`src/rtl/uart_baud_pkg.sv`:
```
// Shared definitions for the runtime UART baud-rate controller:
// clock/oversample defaults, supported-rate table, divider lookup,
// response codes and the controller FSM state type.
package uart_baud_pkg;

  localparam int unsigned DEF_CLK_FREQ   = 50_000_000;
  localparam int unsigned DEF_OVERSAMPLE = 16;

  localparam int NUM_RATES = 13;

  localparam logic [31:0] BAUD_RATES [NUM_RATES] = '{
    32'd300,    32'd600,    32'd1200,   32'd2400,   32'd4800,
    32'd9600,   32'd19200,  32'd38400,  32'd57600,  32'd115200,
    32'd230400, 32'd460800, 32'd921600
  };

  // Marker returned by the lookup for a rate outside the table.
  localparam logic [31:0] DIV_INVALID = 32'hFFFF_FFFF;

  localparam logic [1:0] RSP_OK      = 2'd0;
  localparam logic [1:0] RSP_BADRATE = 2'd1;
  localparam logic [1:0] RSP_TIMEOUT = 2'd2;

  typedef enum logic [1:0] {
    IDLE  = 2'd0,
    CHECK = 2'd1,
    DRAIN = 2'd2,
    APPLY = 2'd3
  } state_t;

  // Divider for an arbitrary clock/oversample pair. Every term is a
  // compile-time constant per table entry, so this folds to a compare/mux.
  function automatic logic [31:0] baud_to_div_cfg(input logic [31:0] rate,
                                                   input int unsigned clk_freq,
                                                   input int unsigned oversample);
    logic [31:0] div;
    div = DIV_INVALID;
    for (int i = 0; i < NUM_RATES; i++) begin
      if (rate == BAUD_RATES[i]) begin
        div = clk_freq / (oversample * BAUD_RATES[i]) - 32'd1;
      end
    end
    return div;
  endfunction

  // Divider at the package default clock and oversample ratio.
  function automatic logic [31:0] baud_to_div(input logic [31:0] rate);
    return baud_to_div_cfg(rate, DEF_CLK_FREQ, DEF_OVERSAMPLE);
  endfunction

endpackage

```
`src/rtl/uart_baud_ctrl_if.sv`:
```
// Request/response channel between the settings logic (master) and the
// baud-rate controller (slave).
//
// Handshake: a request transfers on a rising clock edge where both
// req_valid and req_ready are high; req_baud must be stable while
// req_valid is high. There is no backpressure on the response: rsp_valid
// is a single-cycle pulse and rsp_code is only meaningful while it is high.
interface uart_baud_ctrl_if;
  logic        req_valid;
  logic        req_ready;
  logic [31:0] req_baud;
  logic        rsp_valid;
  logic [1:0]  rsp_code;

  modport master (
    output req_valid,
    output req_baud,
    input  req_ready,
    input  rsp_valid,
    input  rsp_code
  );

  modport slave (
    input  req_valid,
    input  req_baud,
    output req_ready,
    output rsp_valid,
    output rsp_code
  );
endinterface

```
`src/rtl/baud_tick_gen.sv`:
```
// Holds the active divider and produces the oversample tick: a counter
// runs 0..divider, tick is high while count == divider, and a load
// replaces the divider and restarts the counter from zero.
module baud_tick_gen #(
  parameter logic [31:0] RESET_DIV = 32'd26
) (
  input  logic        clk,
  input  logic        reset,
  input  logic        load,
  input  logic [31:0] load_div,
  output logic [31:0] divider,
  output logic        tick
);

  logic [31:0] div_q, div_d;
  logic [31:0] cnt_q, cnt_d;

  assign tick    = (cnt_q == div_q);
  assign divider = div_q;

  // Next divider/count: wrap after the tick cycle, restart on load.
  always_comb begin
    div_d = div_q;
    cnt_d = tick ? 32'd0 : cnt_q + 32'd1;
    if (load) begin
      div_d = load_div;
      cnt_d = 32'd0;
    end
  end

  // Divider and counter registers.
  always_ff @(posedge clk) begin
    if (reset) begin
      div_q <= RESET_DIV;
      cnt_q <= 32'd0;
    end else begin
      div_q <= div_d;
      cnt_q <= cnt_d;
    end
  end

endmodule

```
`src/rtl/uart_baud_ctrl.sv`:
```
// Runtime baud-rate controller. Accepts one request at a time, rejects
// rates outside the supported table, waits for the UART to go idle and
// then loads the new divider and restarts the oversample tick.
// Optional build macro: UART_BAUD_DRAIN_TIMEOUT_EN bounds the idle wait
// to DRAIN_TIMEOUT cycles and reports such an apply with RSP_TIMEOUT.
module uart_baud_ctrl
  import uart_baud_pkg::*;
#(
  parameter int unsigned CLK_FREQ      = DEF_CLK_FREQ,
  parameter int unsigned OVERSAMPLE    = DEF_OVERSAMPLE,
  parameter logic [31:0] DEFAULT_BAUD  = 32'd115200,
  parameter int unsigned DRAIN_TIMEOUT = 1_000_000
) (
  input  logic              clk,
  input  logic              reset,
  uart_baud_ctrl_if.slave   req_if,
  input  logic              uart_busy,
  output logic [31:0]       cfg_divider,
  output logic              cfg_load,
  output logic              tick,
  output logic [31:0]       cur_baud,
  output state_t            dbg_state
);

  localparam logic [31:0] RESET_DIV = baud_to_div_cfg(DEFAULT_BAUD, CLK_FREQ, OVERSAMPLE);

  if (DRAIN_TIMEOUT == 0) begin : g_bad_timeout
    $error("DRAIN_TIMEOUT must be at least 1");
  end

  state_t      state_q, state_d;
  logic [31:0] baud_q, baud_d;          // rate captured at the handshake
  logic [31:0] div_q, div_d;            // registered lookup result
  logic [31:0] cur_baud_q, cur_baud_d;
  logic        cfg_load_q, cfg_load_d;
  logic        rsp_valid_q, rsp_valid_d;
  logic [1:0]  rsp_code_q, rsp_code_d;
  logic [31:0] lookup_div;
  logic        apply_load;              // high on the edge entering APPLY

`ifdef UART_BAUD_DRAIN_TIMEOUT_EN
  localparam logic [31:0] TIMEOUT_LAST = 32'(DRAIN_TIMEOUT - 1);
  logic [31:0] drain_cnt_q, drain_cnt_d;
`endif

  assign lookup_div       = baud_to_div_cfg(baud_q, CLK_FREQ, OVERSAMPLE);
  assign req_if.req_ready = (state_q == IDLE);
  assign req_if.rsp_valid = rsp_valid_q;
  assign req_if.rsp_code  = rsp_code_q;
  assign cfg_load         = cfg_load_q;
  assign cur_baud         = cur_baud_q;
  assign dbg_state        = state_q;

  // Next-state and registered-output logic for the request sequence.
  always_comb begin
    state_d     = state_q;
    baud_d      = baud_q;
    div_d       = div_q;
    cur_baud_d  = cur_baud_q;
    cfg_load_d  = 1'b0;
    rsp_valid_d = 1'b0;
    rsp_code_d  = rsp_code_q;
    apply_load  = 1'b0;
`ifdef UART_BAUD_DRAIN_TIMEOUT_EN
    drain_cnt_d = drain_cnt_q;
`endif
    case (state_q)
      IDLE: begin
        if (req_if.req_valid) begin
          baud_d  = req_if.req_baud;
          state_d = CHECK;
        end
      end
      CHECK: begin
        div_d = lookup_div;
`ifdef UART_BAUD_DRAIN_TIMEOUT_EN
        drain_cnt_d = 32'd0;
`endif
        if (lookup_div == DIV_INVALID) begin
          state_d     = IDLE;
          rsp_valid_d = 1'b1;
          rsp_code_d  = RSP_BADRATE;
        end else begin
          state_d = DRAIN;
        end
      end
      DRAIN: begin
`ifdef UART_BAUD_DRAIN_TIMEOUT_EN
        drain_cnt_d = drain_cnt_q + 32'd1;
        if (!uart_busy) begin
          apply_load = 1'b1;
          rsp_code_d = RSP_OK;
        end else if (drain_cnt_q == TIMEOUT_LAST) begin
          apply_load = 1'b1;
          rsp_code_d = RSP_TIMEOUT;
        end
`else
        if (!uart_busy) begin
          apply_load = 1'b1;
          rsp_code_d = RSP_OK;
        end
`endif
        if (apply_load) begin
          state_d     = APPLY;
          cur_baud_d  = baud_q;
          cfg_load_d  = 1'b1;
          rsp_valid_d = 1'b1;
        end
      end
      APPLY: begin
        state_d = IDLE;
      end
      default: begin
        state_d = IDLE;
      end
    endcase
  end

  // Controller state and registered outputs.
  always_ff @(posedge clk) begin
    if (reset) begin
      state_q     <= IDLE;
      baud_q      <= DEFAULT_BAUD;
      div_q       <= RESET_DIV;
      cur_baud_q  <= DEFAULT_BAUD;
      cfg_load_q  <= 1'b0;
      rsp_valid_q <= 1'b0;
      rsp_code_q  <= RSP_OK;
    end else begin
      state_q     <= state_d;
      baud_q      <= baud_d;
      div_q       <= div_d;
      cur_baud_q  <= cur_baud_d;
      cfg_load_q  <= cfg_load_d;
      rsp_valid_q <= rsp_valid_d;
      rsp_code_q  <= rsp_code_d;
    end
  end

`ifdef UART_BAUD_DRAIN_TIMEOUT_EN
  // Cycles spent waiting for the UART to drain.
  always_ff @(posedge clk) begin
    if (reset) begin
      drain_cnt_q <= 32'd0;
    end else begin
      drain_cnt_q <= drain_cnt_d;
    end
  end
`endif

  baud_tick_gen #(
    .RESET_DIV (RESET_DIV)
  ) u_tick_gen (
    .clk      (clk),
    .reset    (reset),
    .load     (apply_load),
    .load_div (div_q),
    .divider  (cfg_divider),
    .tick     (tick)
  );

endmodule

```
`src/flat_wrapper.sv`:
```
// flat-port wrapper written by rule: the top's interface ports become plain ports
module uart_baud_ctrl_flat import uart_baud_pkg::*;
#(
  parameter int unsigned CLK_FREQ      = DEF_CLK_FREQ,
  parameter int unsigned OVERSAMPLE    = DEF_OVERSAMPLE,
  parameter logic [31:0] DEFAULT_BAUD  = 32'd115200,
  parameter int unsigned DRAIN_TIMEOUT = 1_000_000
)
  (clk, reset, uart_busy, cfg_divider, cfg_load, tick, cur_baud, dbg_state, req_if_req_valid, req_if_req_baud, req_if_req_ready, req_if_rsp_valid, req_if_rsp_code);
  uart_baud_ctrl_if req_if_i ();
  input  logic clk;
  input  logic reset;
  input  logic uart_busy;
  output logic [31:0] cfg_divider;
  output logic cfg_load;
  output logic tick;
  output logic [31:0] cur_baud;
  output state_t dbg_state;
  input wire logic [$bits(req_if_i.req_valid)-1:0] req_if_req_valid;
  input wire logic [$bits(req_if_i.req_baud)-1:0] req_if_req_baud;
  output wire logic [$bits(req_if_i.req_ready)-1:0] req_if_req_ready;
  output wire logic [$bits(req_if_i.rsp_valid)-1:0] req_if_rsp_valid;
  output wire logic [$bits(req_if_i.rsp_code)-1:0] req_if_rsp_code;
  assign req_if_i.req_valid = req_if_req_valid;
  assign req_if_i.req_baud = req_if_req_baud;
  assign req_if_req_ready = req_if_i.req_ready;
  assign req_if_rsp_valid = req_if_i.rsp_valid;
  assign req_if_rsp_code = req_if_i.rsp_code;
  uart_baud_ctrl #(.CLK_FREQ(CLK_FREQ), .OVERSAMPLE(OVERSAMPLE), .DEFAULT_BAUD(DEFAULT_BAUD), .DRAIN_TIMEOUT(DRAIN_TIMEOUT)) u_core (.clk(clk), .reset(reset), .req_if(req_if_i), .uart_busy(uart_busy), .cfg_divider(cfg_divider), .cfg_load(cfg_load), .tick(tick), .cur_baud(cur_baud), .dbg_state(dbg_state));
endmodule
```
`config.mk`:
```
export PLATFORM = sky130hd
export DESIGN_NAME = uart_baud_ctrl_flat
export DESIGN_NICKNAME = d
export VERILOG_FILES = /design/src/rtl/uart_baud_pkg.sv /design/src/rtl/uart_baud_ctrl_if.sv /design/src/rtl/baud_tick_gen.sv /design/src/rtl/uart_baud_ctrl.sv /design/src/flat_wrapper.sv
export SDC_FILE = /design/constraint.sdc
export NUM_CORES = 1
export LEC_CHECK = 0
export CAP_MARGIN = 20
export CORE_MARGIN = 8
export CORE_UTILIZATION = 55
export DETAILED_ROUTE_END_ITERATION = 10
export DONT_BUFFER_PORTS = 1
export HOLD_SLACK_MARGIN = 0.06
export PLACE_DENSITY = 0.73
export REMOVE_ABC_BUFFERS = 1
export SYNTH_ARGS = -nofsm -noshare
export SYNTH_HDL_FRONTEND = slang
export SYNTH_SLANG_ARGS = --single-unit
```
`constraint.sdc`:
```
create_clock -name clk -period 2.1 [get_ports clk]
set_clock_uncertainty 0.2 [all_clocks]
set_input_delay 0.105 -clock clk [delete_from_list [all_inputs] [get_ports clk]]
set_output_delay 0.105 -clock clk [all_outputs]
set_load 0.1 [all_outputs]
```
==> results.cfg <==
[status]
status = complete, but fails checks
violations = negative setup slack

[hold_path]
hp-start = u_core.div_q[12]
worst_hold_path_type = register to register

[power]
worst_ir_drop_vdd_mv = 1.116
leakage_nw = 4.016
power_density_nw_per_um2 = 708.1

[floorplan]
core.rowCount = 38
dieWidth_um = 120.2
coreArea_sq_um = 10700
io_pins = 108
die_h_um = 120.2
die-area_sq_um = 14460
initial_core_util_pct = 55.86

[timing]
worst_pin_slew_ps = 699.2
maxSlewViolCount = 0
worst_slack_ps = -853.4
fmax_mhz = 338.6
post-route-period-util_pct = 140.6
max-slew-margin-rel_pct = 52.96
period_minus_slack_ps = 2953
hold_violations = 0
setup_viol = 64
rsz0062_at_grt = yes

[routing]
vias = 6879
dr.pass1.iters = 8
vias_per_cell = 6.465
drc_errors = 0
ant_nets = 0
detail_route.iter0.violations = 849
drt_wl_total_um = 26820
wire_per_inst_um = 25.20

[placed_design]
place_congestion = 0.9183
place_area_sq_um = 7241
dp_hpwl_um = 12170
place_ws_ps = -299.9
port_buffers = 0

[final_layout]
final_cell_mix = 180 x buf_4, 103 x dfxtp_1, 96 x nand2_1
syn2layout_area_growth_pct = 60.07
mostFrequentLayoutCell = buf_4
fillers = 451
nets = 950
finalInstanceArea_sq_um = 9565
drive_above_1_share_pct = 38.11

[synth]
synth_flop_cell = dfxtp_1
ys_warn_count = 0
synthAdderAreaFrac_pct = 0.8375
ys_ff_latch = 131
synth_top_family_by_area = simple AND/OR/NAND/NOR gates
synth_top_cell_by_area = dfxtp_1
ys_seq_area_share_pct = 43.89
syn_avg_cell_area_sq_um = 8.932
synthCells = 669
muxShareOfSynthArea_pct = 0.1675
yosysUniqueCellTypes = 65
synth_xor_area_share_pct = 6.449
synth_edf_count = 0
synthesis.area_sq_um = 5976
synthTopCellsByArea = dfxtp_1 44%, nand2_1 6.3%, a22o_1 5.6%, xor2_1 4.7%, nor2_1 3.8%
synth-simple-area-share_pct = 29.77
async_flop_share_pct = 0
synth_compound_area_share_pct = 13.15
synth_top_area_share_pct = 43.89

[cts]
clock_path_buffers = 2
clk_pin_slew_ps = 70
htreeDepth = 4
cts_buffers = 17
cts-root-buf = clkbuf_8
insertion_delay_ps = 570
cts_tree = yes
clock-sinks = 131

[global_route]
grt_pass1_wl_um = 32910
first_global_vias = 6398
grt_overflow_total = 0
grt_use_total_pct = 28.74
grt_max_degree = 57
antenna_found_initial = 1

[critical_path]
crit_arrival_ps = 3250
end_kind = register
worstSetupPathType = register to register
reg2reg_from = u_core.baud_q[9]
cp.required_ps = 2390
critPathLaunch = u_core.baud_q[9]
critPathLaunchType = register
critical_path.max_fanout = 5

[job]
cap_violations = 0
-- logic make-up after synthesis --
logic type,count (synthesis)
AO/OA/AOI/OAI,110
XOR/XNOR,44
buffers and inverters,68
flip-flops,131
other,1
adder cells (fa/ha/maj),4
AND/OR/NAND/NOR,310
multiplexers,1
-- per-stage QoR --
step	setup TNS, ps	hold slack, ps	cells	util, %	power (mW)
floorplan	-682270	-25.93	610	-	3.064
global placement	-5056	-19.59	925	67.68	3.361
detailed placement	-5140	-18.19	925	67.68	3.374
CTS	-3460	210.3	1038	84.60	6.431
global route	-15210	268.6	1062	89.37	6.908
finish	-11460	256.5	1064	89.42	6.773
-- cell usage after synthesis, types with 8 or more instances --
| cell | instances |
|---|---|
| and4_1 | 9 |
| nor2_1 | 60 |
| a22o_1 | 38 |
| nand4_1 | 16 |
| nor4_1 | 13 |
| nor4bb_1 | 8 |
| a21oi_1 | 41 |
| nand3b_1 | 8 |
| nand2_1 | 100 |
| dfxtp_1 | 131 |
| xor2_1 | 32 |
| nor3_1 | 9 |
| nand3_1 | 18 |
| clkbuf_1 | 32 |
| buf_4 | 18 |
| and3_1 | 8 |
| xnor2_1 | 12 |
| inv_1 | 9 |
-- layer usage --
| layer | wire (um) | up-vias | track usage, % | part of all wire [%] |
|---|---|---|---|---|
| met3 | 2778 | 220 | 9.977 | 10 |
| li1 | - | 2854 | - | - |
| met2 | 12720 | 612 | 50.75 | 47 |
| met5 | 0 | - | 0 | 0 |
| met4 | 2225 | 0 | 14.91 | 8.3 |
| met1 | 9097 | 3193 | 29.66 | 34 |
-- sequential cells by signal, indices dropped and copies added (netlist names), named ones only --
name and flops:
u_core.u_tick_gen.divider 15, u_core.req_if.rsp_valid 1, u_core.cur_baud 32, u_core.req_if.rsp_code 1, u_core.div_q 15, u_core.u_tick_gen.cnt_q 32
u_core.cfg_load 1, u_core.baud_q 32, u_core.dbg_state 1
-- repair_timing --
item / in CTS / in global routing
gates cloned: 0 / 4
endpoints found under the setup margin: 64 / 66
setup buffers: 19 / 21
pin swaps: 35 / 29
endpoints found under the hold margin: 131 / 0
hold buffers: 69 / 0
gates resized for setup: 94 / 58
-- worst max-delay path, stage by stage, from the launching register on --
cell      delay (ps)
dfxtp_4          370
buf_6            140
nor4bb_4         370
buf_4            200
nand3b_1         130
nor4_1           570
buf_4            250
a211oi_2          50
nand4_2          150
buf_6            120
nand4_1          140
a21oi_2          190
-- path summary, 6_finish.rpt --
path                            cells after the start          endpoint  slack (ps)
worst max-delay path                               11          register        -850
worst min-delay path                                2  u_core.div_q[12]         260
worst max register to register                     11          register        -850
worst min register to register                      2  u_core.div_q[12]         260
-- area by class of cell --
cell class / count / area, sq um / area share (%)
inverter: 9 / 33.78 / 0.3532
antenna: 3 / 7.507 / 0.07848
clock inverter: 5 / 75.07 / 0.7848
multi-input combinational: 470 / 3565 / 37.27
timing repair buffer: 281 / 2547 / 26.63
tap: 140 / 175.2 / 1.831
clock buffer: 25 / 484.2 / 5.062
sequential: 131 / 2678 / 27.99
-- power by group --
group	internal (mW)	switching [mW]	total [mW]
Combinational	0.541	0.648	1.19
Clock	1.80	1.11	2.91
Sequential	2.57	0.105	2.67
Total	4.91	1.86	6.77
Power figures use the tool's default switching activity.
